**src/rtl/pixel_mem_arbiter.sv**
```systemverilog
// Round-robin arbiter that shares one single-port synchronous pixel RAM
// between two masters. It serialises their accesses and routes read data
// back to whichever master issued the read.
module pixel_mem_arbiter #(
  parameter int A_WIDTH = 17,
  parameter int D_WIDTH = 8
) (
  input  logic               Clk,
  input  logic               Rst,
  // requester 0
  input  logic               R0_Req,
  input  logic               R0_RW,
  input  logic [A_WIDTH-1:0] R0_Addr,
  input  logic [D_WIDTH-1:0] R0_WData,
  output logic               R0_Gnt,
  output logic               R0_RValid,
  output logic [D_WIDTH-1:0] R0_RData,
  // requester 1
  input  logic               R1_Req,
  input  logic               R1_RW,
  input  logic [A_WIDTH-1:0] R1_Addr,
  input  logic [D_WIDTH-1:0] R1_WData,
  output logic               R1_Gnt,
  output logic               R1_RValid,
  output logic [D_WIDTH-1:0] R1_RData,
  // RAM side
  output logic               M_En,
  output logic               M_RW,
  output logic [A_WIDTH-1:0] M_Addr,
  output logic [D_WIDTH-1:0] M_WData,
  input  logic [D_WIDTH-1:0] M_RData
);

  typedef enum logic [1:0] {
    IDLE = 2'd0,
    G0   = 2'd1,
    G1   = 2'd2
  } state_t;

  state_t               r_state;
  state_t               w_nextState;
  // r_last names the requester that won most recently (1 = R1), so the other one wins a tie
  logic                 r_last;
  logic                 w_nextLast;
  logic                 w_elig0;
  logic                 w_elig1;

  logic                 r_mEn;
  logic                 r_mRw;
  logic [A_WIDTH-1:0]   r_mAddr;
  logic [D_WIDTH-1:0]   r_mWData;
  logic                 r_gnt0;
  logic                 r_gnt1;
  logic                 w_nextRw;
  logic [A_WIDTH-1:0]   w_nextAddr;
  logic [D_WIDTH-1:0]   w_nextWData;

  logic                 r_tagValid;
  logic                 r_tagOwner;

  // A requester that holds the RAM this cycle is not eligible again, so its stale Req is ignored
  assign w_elig0 = R0_Req & ~r_gnt0;
  assign w_elig1 = R1_Req & ~r_gnt1;

  // Next-state arbitration plus the request fields captured for the coming RAM cycle
  always_comb begin
    w_nextState = IDLE;
    w_nextLast  = r_last;
    w_nextRw    = 1'b0;
    w_nextAddr  = '0;
    w_nextWData = '0;
    if (w_elig0 && w_elig1) begin
      w_nextState = r_last ? G0 : G1;
    end else if (w_elig0) begin
      w_nextState = G0;
    end else if (w_elig1) begin
      w_nextState = G1;
    end
    case (w_nextState)
      G0: begin
        w_nextLast  = 1'b0;
        w_nextRw    = R0_RW;
        w_nextAddr  = R0_Addr;
        w_nextWData = R0_WData;
      end
      G1: begin
        w_nextLast  = 1'b1;
        w_nextRw    = R1_RW;
        w_nextAddr  = R1_Addr;
        w_nextWData = R1_WData;
      end
      default: ;
    endcase
  end

  // State register and round-robin pointer
  always_ff @(posedge Clk or posedge Rst) begin
    if (Rst) begin
      r_state <= IDLE;
      r_last  <= 1'b1;
    end else begin
      r_state <= w_nextState;
      r_last  <= w_nextLast;
    end
  end

  // Registered RAM command and grant pulses, decoded from the next state
  always_ff @(posedge Clk or posedge Rst) begin
    if (Rst) begin
      r_mEn    <= 1'b0;
      r_mRw    <= 1'b0;
      r_mAddr  <= '0;
      r_mWData <= '0;
      r_gnt0   <= 1'b0;
      r_gnt1   <= 1'b0;
    end else begin
      r_mEn    <= (w_nextState != IDLE);
      r_mRw    <= w_nextRw;
      r_mAddr  <= w_nextAddr;
      r_mWData <= w_nextWData;
      r_gnt0   <= (w_nextState == G0);
      r_gnt1   <= (w_nextState == G1);
    end
  end

  // Read tag: remembers that the RAM cycle just issued was a read and who owns its data
  always_ff @(posedge Clk or posedge Rst) begin
    if (Rst) begin
      r_tagValid <= 1'b0;
      r_tagOwner <= 1'b0;
    end else begin
      r_tagValid <= r_mEn & ~r_mRw;
      r_tagOwner <= r_gnt1;
    end
  end

  assign M_En      = r_mEn;
  assign M_RW      = r_mRw;
  assign M_Addr    = r_mAddr;
  assign M_WData   = r_mWData;
  assign R0_Gnt    = r_gnt0;
  assign R1_Gnt    = r_gnt1;
  assign R0_RValid = r_tagValid & ~r_tagOwner;
  assign R1_RValid = r_tagValid & r_tagOwner;
  assign R0_RData  = M_RData;
  assign R1_RData  = M_RData;

endmodule

```
**config.mk**
```make
export PLATFORM = sky130hd
export DESIGN_NAME = pixel_mem_arbiter
export DESIGN_NICKNAME = d
export VERILOG_FILES = /design/src/rtl/pixel_mem_arbiter.sv
export SDC_FILE = /design/constraint.sdc
export NUM_CORES = 1
export LEC_CHECK = 0
export CAP_MARGIN = 5
export CORE_MARGIN = 4
export CORE_UTILIZATION = 33
export CTS_BUF_LIST = sky130_fd_sc_hd__clkbuf_8
export DETAILED_ROUTE_END_ITERATION = 8
export PLACE_DENSITY_LB_ADDON = 0.3
export SLEW_MARGIN = 20
export SYNTH_ARGS = -nofsm -noshare
export SYNTH_HDL_FRONTEND = slang
export SYNTH_SLANG_ARGS = --single-unit
```
**constraint.sdc**
```tcl
create_clock -name Clk -period 1.25 [get_ports Clk]
set_input_delay 0.125 -clock Clk [delete_from_list [all_inputs] [get_ports Clk]]
set_output_delay 0.125 -clock Clk [all_outputs]
set_load 0.02 [all_outputs]
```
### Word-level counts from Yosys, hierarchy flattened

Index checks and enable logic that the tools add are counted.

| word-level totals | value |
|---|---|
| register bits | 32 |
| bits in latches | 0 |
| memory bits (writable) | 0 |
| ROM bits | 0 |
| input port bits | 64 |
| output and inout port bits | 47 |
| word-level logic and storage cells | 31 |
| memories | 0 |

| cells by class | value |
|---|---|
| add/sub/neg operators | 0 |
| multiply operators | 0 |
| div/mod/pow operators | 0 |
| order comparisons | 0 |
| equal/unequal tests | 2 |
| shifts and indexed selects | 0 |
| multiplexer cells | 8 |
| bitwise gates (word level) | 9 |
| reductions and logical operators | 3 |

Operator list:

| kind | number |
|---|---|
| 17-bit one-hot mux with 2 select lines | 1 |
| 8-bit one-hot mux with 2 select lines | 1 |
| 2-bit 2-to-1 mux | 4 |
| 1-bit bitwise AND | 5 |
| 1-bit inverter | 4 |
| 1-bit one-hot mux with 2 select lines | 2 |
| 2-bit nonzero test | 2 |
| 2-bit by 1-bit equality test with 1-bit output (second input constant) | 1 |
| 2-bit equality test (second input constant) | 1 |
| 1-bit logical AND | 1 |

### Longest topological paths before layout

Gate-level depths: netlist (run 1).

| logic depth | value |
|---|---|
| word-level depth | 7 |
| gate-level depth with buffers | 5 |
| mapped depth without buffers | 2 |

### Worst setup path after synthesis (run 1)

OpenSTA, ideal clock, no wires.

| timing path | value |
|---|---|
| path kind | register to register |
| from | register r_gnt1 (netlist: R1_Gnt) |
| to | register r_mAddr[12] (netlist: M_Addr[12]) |
| arrival | 1,226 ps |
| required time | 1,125 ps |
| slack | -101 ps |
| cell stages (with the launch flop) | 5 |
| buffers on the path | 2 |
| path through | dfrtp_1 clkbuf_2 nor3b_4 buf_6 o22ai_1 |

| between the ends | value |
|---|---|
| longest elaborated chain between the ends | 7 |

Ends and longest elaborated chain:

| item | RTL line | source |
|---|---|---|
| start, declared | 53 | `logic r_gnt1;` |
| start signal, assigned | 122 | `r_gnt1 <= (w_nextState == G1);` |
| 1-bit inverter (*) | 63 | `assign w_elig1 = R1_Req & ~r_gnt1;` |
| 1-bit bitwise AND (*) | 63 |  |
| 2-bit 2-to-1 mux | 76 | `end else if (w_elig1) begin` |
| 2-bit 2-to-1 mux | 74 | `end else if (w_elig0) begin` |
| 2-bit 2-to-1 mux (*) | 72 | `if (w_elig0 && w_elig1) begin` |
| 2-bit equality test / 2-bit by 1-bit equality test with 1-bit output (equally long branches) | 79 | `case (w_nextState)` |
| 17-bit one-hot mux with 2 select lines (*) | 79 |  |
| net w_nextAddr[12] | 55 | `logic [A_WIDTH-1:0] w_nextAddr;` |
| end signal, assigned | 119 | `r_mAddr <= w_nextAddr;` |
| end, declared | 50 | `logic [A_WIDTH-1:0] r_mAddr;` |

The timed path passes the listed nets; every way through them passes the cells marked *.
A chain may end at the register's enable or synchronous reset.

### Worst setup path after layout (run 1)

| timing path | value |
|---|---|
| from | register r_last |
| to | register r_mAddr[6] (netlist: M_Addr[6]) |

| between the ends | value |
|---|---|
| longest elaborated chain between the ends | 4 |

Ends and longest elaborated chain:

| item | RTL line | source |
|---|---|---|
| start, declared | 43 | `logic r_last;` |
| start signal, assigned | 103 | `r_last <= w_nextLast;` |
| 2-bit 2-to-1 mux (*) | 73 | `w_nextState = r_last ? G0 : G1;` |
| 2-bit 2-to-1 mux (*) | 72 |  |
| 2-bit equality test / 2-bit by 1-bit equality test with 1-bit output (equally long branches) | 79 |  |
| 17-bit one-hot mux with 2 select lines (*) | 79 |  |
| net w_nextAddr[6] | 55 |  |

Marked as above.

==> results of run 1 <==
==> kinds of logic (layout without fill, tap and decap cells) <==
| kind of cell | Yosys count | after routing |
|---|---|---|
| simple gates | 62 | 62 |
| buf+inv | 33 | 106 |
| flops | 32 | 32 |
| compound gates | 27 | 27 |
==> layer usage <==
layer  vias up  share of wire (%)  wire [µm]  track usage [%]
li1        682                  -          -                -
met1       679                 43       2050             18.3
met4         0               0.57         27             5.15
met5         -                  0          0                0
met2        51                 51       2450             25.0
met3        10                5.1        241             3.63
==> cell type report <==
type | count | area, µm² | share of cell area, %
flip-flops and latches | 32 | 803 | 31.6
multi-input cells | 89 | 637 | 25.0
inverters | 1 | 3.75 | 0.147
clock buffers | 6 | 82.6 | 3.24
well taps | 67 | 83.8 | 3.29
repair buffers | 97 | 927 | 36.4
clock inverters | 2 | 7.51 | 0.295
==> sequential cells by signal (all words and copies together) (netlist names) <==
signal	count
M_RW	1
R0_Gnt	1
r_last	1
R1_Gnt	1
M_Addr	17
M_WData	8
r_tagOwner	1
r_tagValid	1
M_En	1
==> where the power goes <==
group / switching [W] / internal (W) / total [W]
Sequential: 0.0000719 / 0.00121 / 0.00128
Clock: 0.000348 / 0.000432 / 0.000780
Combinational: 0.000586 / 0.000571 / 0.00116
==> synth_stat cells (2+ instances only) <==
cell type	count	area share, %
dfrtp_1	31	47
nor2b_1	2	0.75
nand2b_1	2	0.75
clkbuf_1	8	1.8
buf_6	5	3.4
o22ai_1	25	9.4
buf_4	17	7.7
nand3b_1	52	23
nor2_1	2	0.45
==> worst register-to-register path, delay by kind of cell (launching register included) <==
kind / cells / cell delay [ns]
buffers and inverters: 1 / 0.19
flip-flops: 1 / 0.57
AO/OA/AOI/OAI: 1 / 0.12
AND/OR/NAND/NOR: 1 / 0.21
==> timing repair <==
item	CTS	global route
endpoints found under the setup margin	31	2
hold buffers	0	0
gates resized for setup	31	3
pin swaps	0	0
==> how the worst max path moves through the flow <==
stage | startpoint | endpoint | slack [ns] | cells past startpoint
2_1_floorplan | R1_Gnt | M_Addr[12] | -0.08 | 4
3_3_place_gp | R0_Req | M_Addr[6] | -0.03 | 4
3_5_place_dp | R1_Req | M_Addr[9] | -0.05 | 4
4_1_cts | r_tagOwner | R1_RValid | 0.02 | 2
5_1_grt | r_last | M_Addr[3] | 0.0007 | 3
6_report | r_last | M_Addr[6] | 0.03 | 3
==> per-stage QoR <==
stage               setup slack (ns)  area (µm²)  power [W]  std cells
finish                        0.0336        2540    0.00322        294
CTS                           0.0194        2550    0.00326        294
global placement             -0.0283        2500    0.00258        286
detailed placement           -0.0524        2500    0.00259        286
global route                0.000651        2540    0.00339        294
floorplan                    -0.0828        1680    0.00206        154
==> flow_summary.yaml, run 1 <==
synthesis:
  synth_top_family_by_area: "simple AND/OR/NAND/NOR gates"
  synthAdderAreaFrac_pct: 0
  synth-compound-area-share_pct: 10.6
  synthSimpleGateAreaFrac_pct: 27.6
  ys_warn_count: 0
  synth_cells: 154
  syn_area_um2: 1670
  synth_mux_area_share_pct: 0
  synth_nets: 218
  avgSynthCellArea_um2: 10.8
  async_reset_ff_share_pct: 100
  ys.flop_type: "dfrtp_1"
  synth_edf_count: 0
  ys_ff_latch: 32
  synth_cell_types: 19
  synth_xor_area_share_pct: 0
  yosysSeqAreaShare_pct: 48.1
floorplanning:
  core_area_um2: 4820
  die_area_um2: 6250
  dieWidth_um: 79.1
  fp.dieH_um: 79.1
  initial_core_util_pct: 34.6
  ioPinCount: 111
  rows: 25
critical_path:
  crit_family: "flip-flops"
  r2r_start: "r_last"
  regToRegSetupSlack_ns: 0.03
  r2r_end: "M_Addr[6]"
  worst-path-buf-inv: 1
  critPathMaxFanout: 27
  reg2regPathDepth: 3
  crit_chain: "and3b_1 > buf_12 > o22ai_1"
  end_kind: "register"
  path_class: "reg2reg"
  cp.arrival_ns: 1.36
  slowest_stage: "dfstp_2"
  slowest_delay_ns: 0.57
  startpoint_type: "register"
  required_ns: 1.40
routing:
  drc: 0
  wirelength_um: 4770
  firstDrtPassIters: 4
  vias_per_cell: 4.84
  routedWlPerCell_um: 16.2
  ant_nets: 0
  vias: 1422
  first_iter_violations: 131
placement:
  hpwl_um: 3440
  place.gp.congestion: 0.781
  port_buffers: 86
grt:
  grt_usage_pct: 14.8
  grt_pass1_wl_um: 7160
  grt_pass1_vias: 1444
  antenna_found_initial: 0
  overflow: 0
  grt_max_degree: 33
pwr:
  p_leak_nw: 1.11
  ir_drop_mv: 0.551
  cellPowerDensity_nw_per_um2: 1270
clock_tree:
  postCtsSetupBuffers: 0
  root_buffer: "clkbuf_8"
  cts_tree: "done"
  numCtsBuffers: 5
  clockBufferDepth: 2
  cts.clk_slew.worst_paths_ns: 0.07
  cts_max_level: 2
  cts.sinks: 32
  clk_latency_ns: 0.28
hold_path:
  hold_class: "in2async"
timing:
  max_freq_mhz: 822
  hold_viol: 0
  slew_viol_final: 0
  rsz0062_at_grt: "false"
  tightest_slew_ns: 0.233
  finalCriticalPeriod_ns: 1.22
  fin_skew_ns: 0.00933
  fin_tns_setup_ns: 0
  finalSetupViolCount: 0
  finalCritPeriodShare_pct: 97.3
  whs_ns: 0.193
  slew_headroom_pct: 84.5
cells_and_area:
  most-common-layout-cells: "clkdlybuf4s50_1, nand3b_1, dfrtp_1"
  area_delta_synth_final_pct: 52.7
  drive_above_1_share_pct: 9.69
  n_antenna_cell: 0
  nNetsFinal: 290
  fillers: 483
  mostFrequentLayoutCell: "clkdlybuf4s50_1"
  final_util_pct: 52.8
run_status:
  outcome: "complete, no violations"
flow_run:
  drv_cap: 0
Power figures use the tool's default switching activity.
==> inputs of run 2 (changes only) <==
--- a/config.mk
+++ b/config.mk
@@ -10,7 +10,9 @@
 export CORE_UTILIZATION = 33
 export CTS_BUF_LIST = sky130_fd_sc_hd__clkbuf_8
 export DETAILED_ROUTE_END_ITERATION = 8
-export PLACE_DENSITY_LB_ADDON = 0.3
+export MAX_ROUTING_LAYER = met4
+export PLACE_DENSITY = 0.8
+export REMOVE_ABC_BUFFERS = 1
 export SLEW_MARGIN = 20
 export SYNTH_ARGS = -nofsm -noshare
 export SYNTH_HDL_FRONTEND = slang
==> flow_summary.yaml, run 2 (synthesis results as in run 1) <==
cells_and_area:
  finalInstanceArea_um2: 2550
  mostFrequentLayoutCell: "clkdlybuf4s50_1"
  nNetsFinal: 292
  fillers: 478
  area_delta_synth_final_pct: 53.0
  largest_register_ffs: 17
  n_antenna_cell: 0
  drive_above_1_share_pct: 10.0
  most-common-layout-cells: "clkdlybuf4s50_1, nand3b_1, dfrtp_1"
floorplanning:
  dieWidth_um: 79.1
  ioPinCount: 111
  fp.dieH_um: 79.1
  rows: 25
  initial_core_util_pct: 34.6
  die_area_um2: 6250
  core_area_um2: 4820
routing:
  routedWlPerCell_um: 15.7
  ant_nets: 0
  vias: 1505
  firstDrtPassIters: 4
  drc: 0
  wirelength_um: 4640
  vias_per_cell: 5.08
  first_iter_violations: 40
critical_path:
  path_class: "reg2reg"
  critPathMaxFanout: 16
  startpoint_type: "register"
  crit_family: "flip-flops"
  slowest_delay_ns: 0.41
  reg2regPathDepth: 4
  regToRegSetupSlack_ns: 0.04
  cpMostUsedCell: "buf_4"
  cp.arrival_ns: 1.36
  crit_chain: "buf_4 > nor3b_4 > buf_4 > o22ai_1"
  r2r_end: "M_WData[2]"
  r2r_start: "R1_Gnt"
  end_kind: "register"
  slowest_stage: "dfrtp_1"
  worst-path-buf-inv: 2
  required_ns: 1.41
hold_path:
  hold_class: "in2async"
pwr:
  p_total_w: 0.00318
  clkPwrFrac_pct: 23.2
  p_sw_share_pct: 32.0
  cellPowerDensity_nw_per_um2: 1250
  p_leak_nw: 1.12
  combPwrFrac_pct: 36.8
  p_int_w: 0.00216
  switching_power_w: 0.00102
  ir_drop_mv: 0.598
  power_frac_seq_pct: 40.0
timing:
  tightest_slew_ns: 0.247
  finalSetupViolCount: 0
  setup_slack_ns: 0.0437
  fin_skew_ns: 0.00726
  rsz0062_at_grt: "true"
  finalCritPeriodShare_pct: 96.5
  max_freq_mhz: 829
  slew_viol_final: 0
  finalCriticalPeriod_ns: 1.21
  slew_headroom_pct: 83.6
  whs_ns: 0.195
  hold_viol: 0
clock_tree:
  clockBufferDepth: 2
  cts.clk_slew.worst_paths_ns: 0.07
  postCtsSetupBuffers: 0
  cts_tree: "done"
  cts.sinks: 32
  root_buffer: "clkbuf_8"
  cts_max_level: 2
  numCtsBuffers: 5
  clk_latency_ns: 0.28
grt:
  grt_pass1_wl_um: 7200
  antenna_found_initial: 0
  grt_max_degree: 33
  grt_usage_pct: 15.2
  overflow: 0
  grt_pass1_vias: 1547
placement:
  hpwl_um: 3360
  port_buffers: 86
  placed_cell_area_um2: 2510
  place.gp.congestion: 0.695
  place_ws_ns: -0.0871
run_status:
  outcome: "complete, no violations"
flow_run:
  drv_cap: 0
## run 2: power groups by stage
stage                     Sequential [W]  Clock (W)  Combinational (W)
final                            0.00127   0.000738            0.00117
after global routing             0.00129   0.000796            0.00126
after CTS                        0.00128   0.000770            0.00118
after detailed placement         0.00130          0            0.00129
after global placement           0.00130          0            0.00127
after floorplan                  0.00151          0           0.000364
## run 2: layer usage
layer  part of all wire (%)  routed length, µm  vias up  global-route usage [%]
li1                       -                  -      685                       -
met1                     39               1830      714                    16.5
met2                     47               2170       96                    24.2
met3                     12                552       10                    6.69
met4                    1.9                 90        0                    6.53
met5                      0                  0        -                       -
## run 2: worst max-delay path by stage
stage	from	end	slack, ns	cells after the start
floorplan	R1_Gnt	M_Addr[8]	-0.39	2
global placement	R1_Req	M_Addr[9]	-0.02	4
detailed placement	R1_Req	M_Addr[14]	-0.09	4
CTS	r_tagOwner	R1_RValid	0.003	2
global route	R1_Gnt	M_Addr[14]	-0.03	4
finish	R1_Gnt	M_WData[2]	0.04	4
## run 2: worst reg2reg max path: cells and delay by family, from the launching register on
family	cells	cell delay (ns)
AOI/OAI and AO/OA	1	0.10
buffers and inverters	2	0.40
DFF	1	0.41
and+or+nand+nor	1	0.17
## run 2: stage by stage
| stage | std cells | util [%] | setup TNS, ns |
|---|---|---|---|
| floorplan | 122 | - | -10.17 |
| global placement | 288 | 52.1 | -0.401 |
| finish | 296 | 52.9 | 0 |
| global route | 296 | 52.9 | -0.108 |
| CTS | 296 | 53.0 | 0 |
| detailed placement | 288 | 52.1 | -1.66 |
## run 2: timing repair
item | CTS | global route
setup endpoints to repair | 31 | 12
gates resized for setup | 31 | 3
pin swaps | 0 | 0
hold buffers | 0 | 0
## run 2: layout make-up
class	instances	area (µm²)	share of cell area, %
Inverter	1	3.75	0.147
Sequential cell	32	802	31.5
Clock buffer	5	68.8	2.70
Clock inverter	3	12.5	0.491
Tap cell	67	83.8	3.29
Timing Repair Buffer	99	942	36.9
Multi-Input combinational cell	89	637	25.0
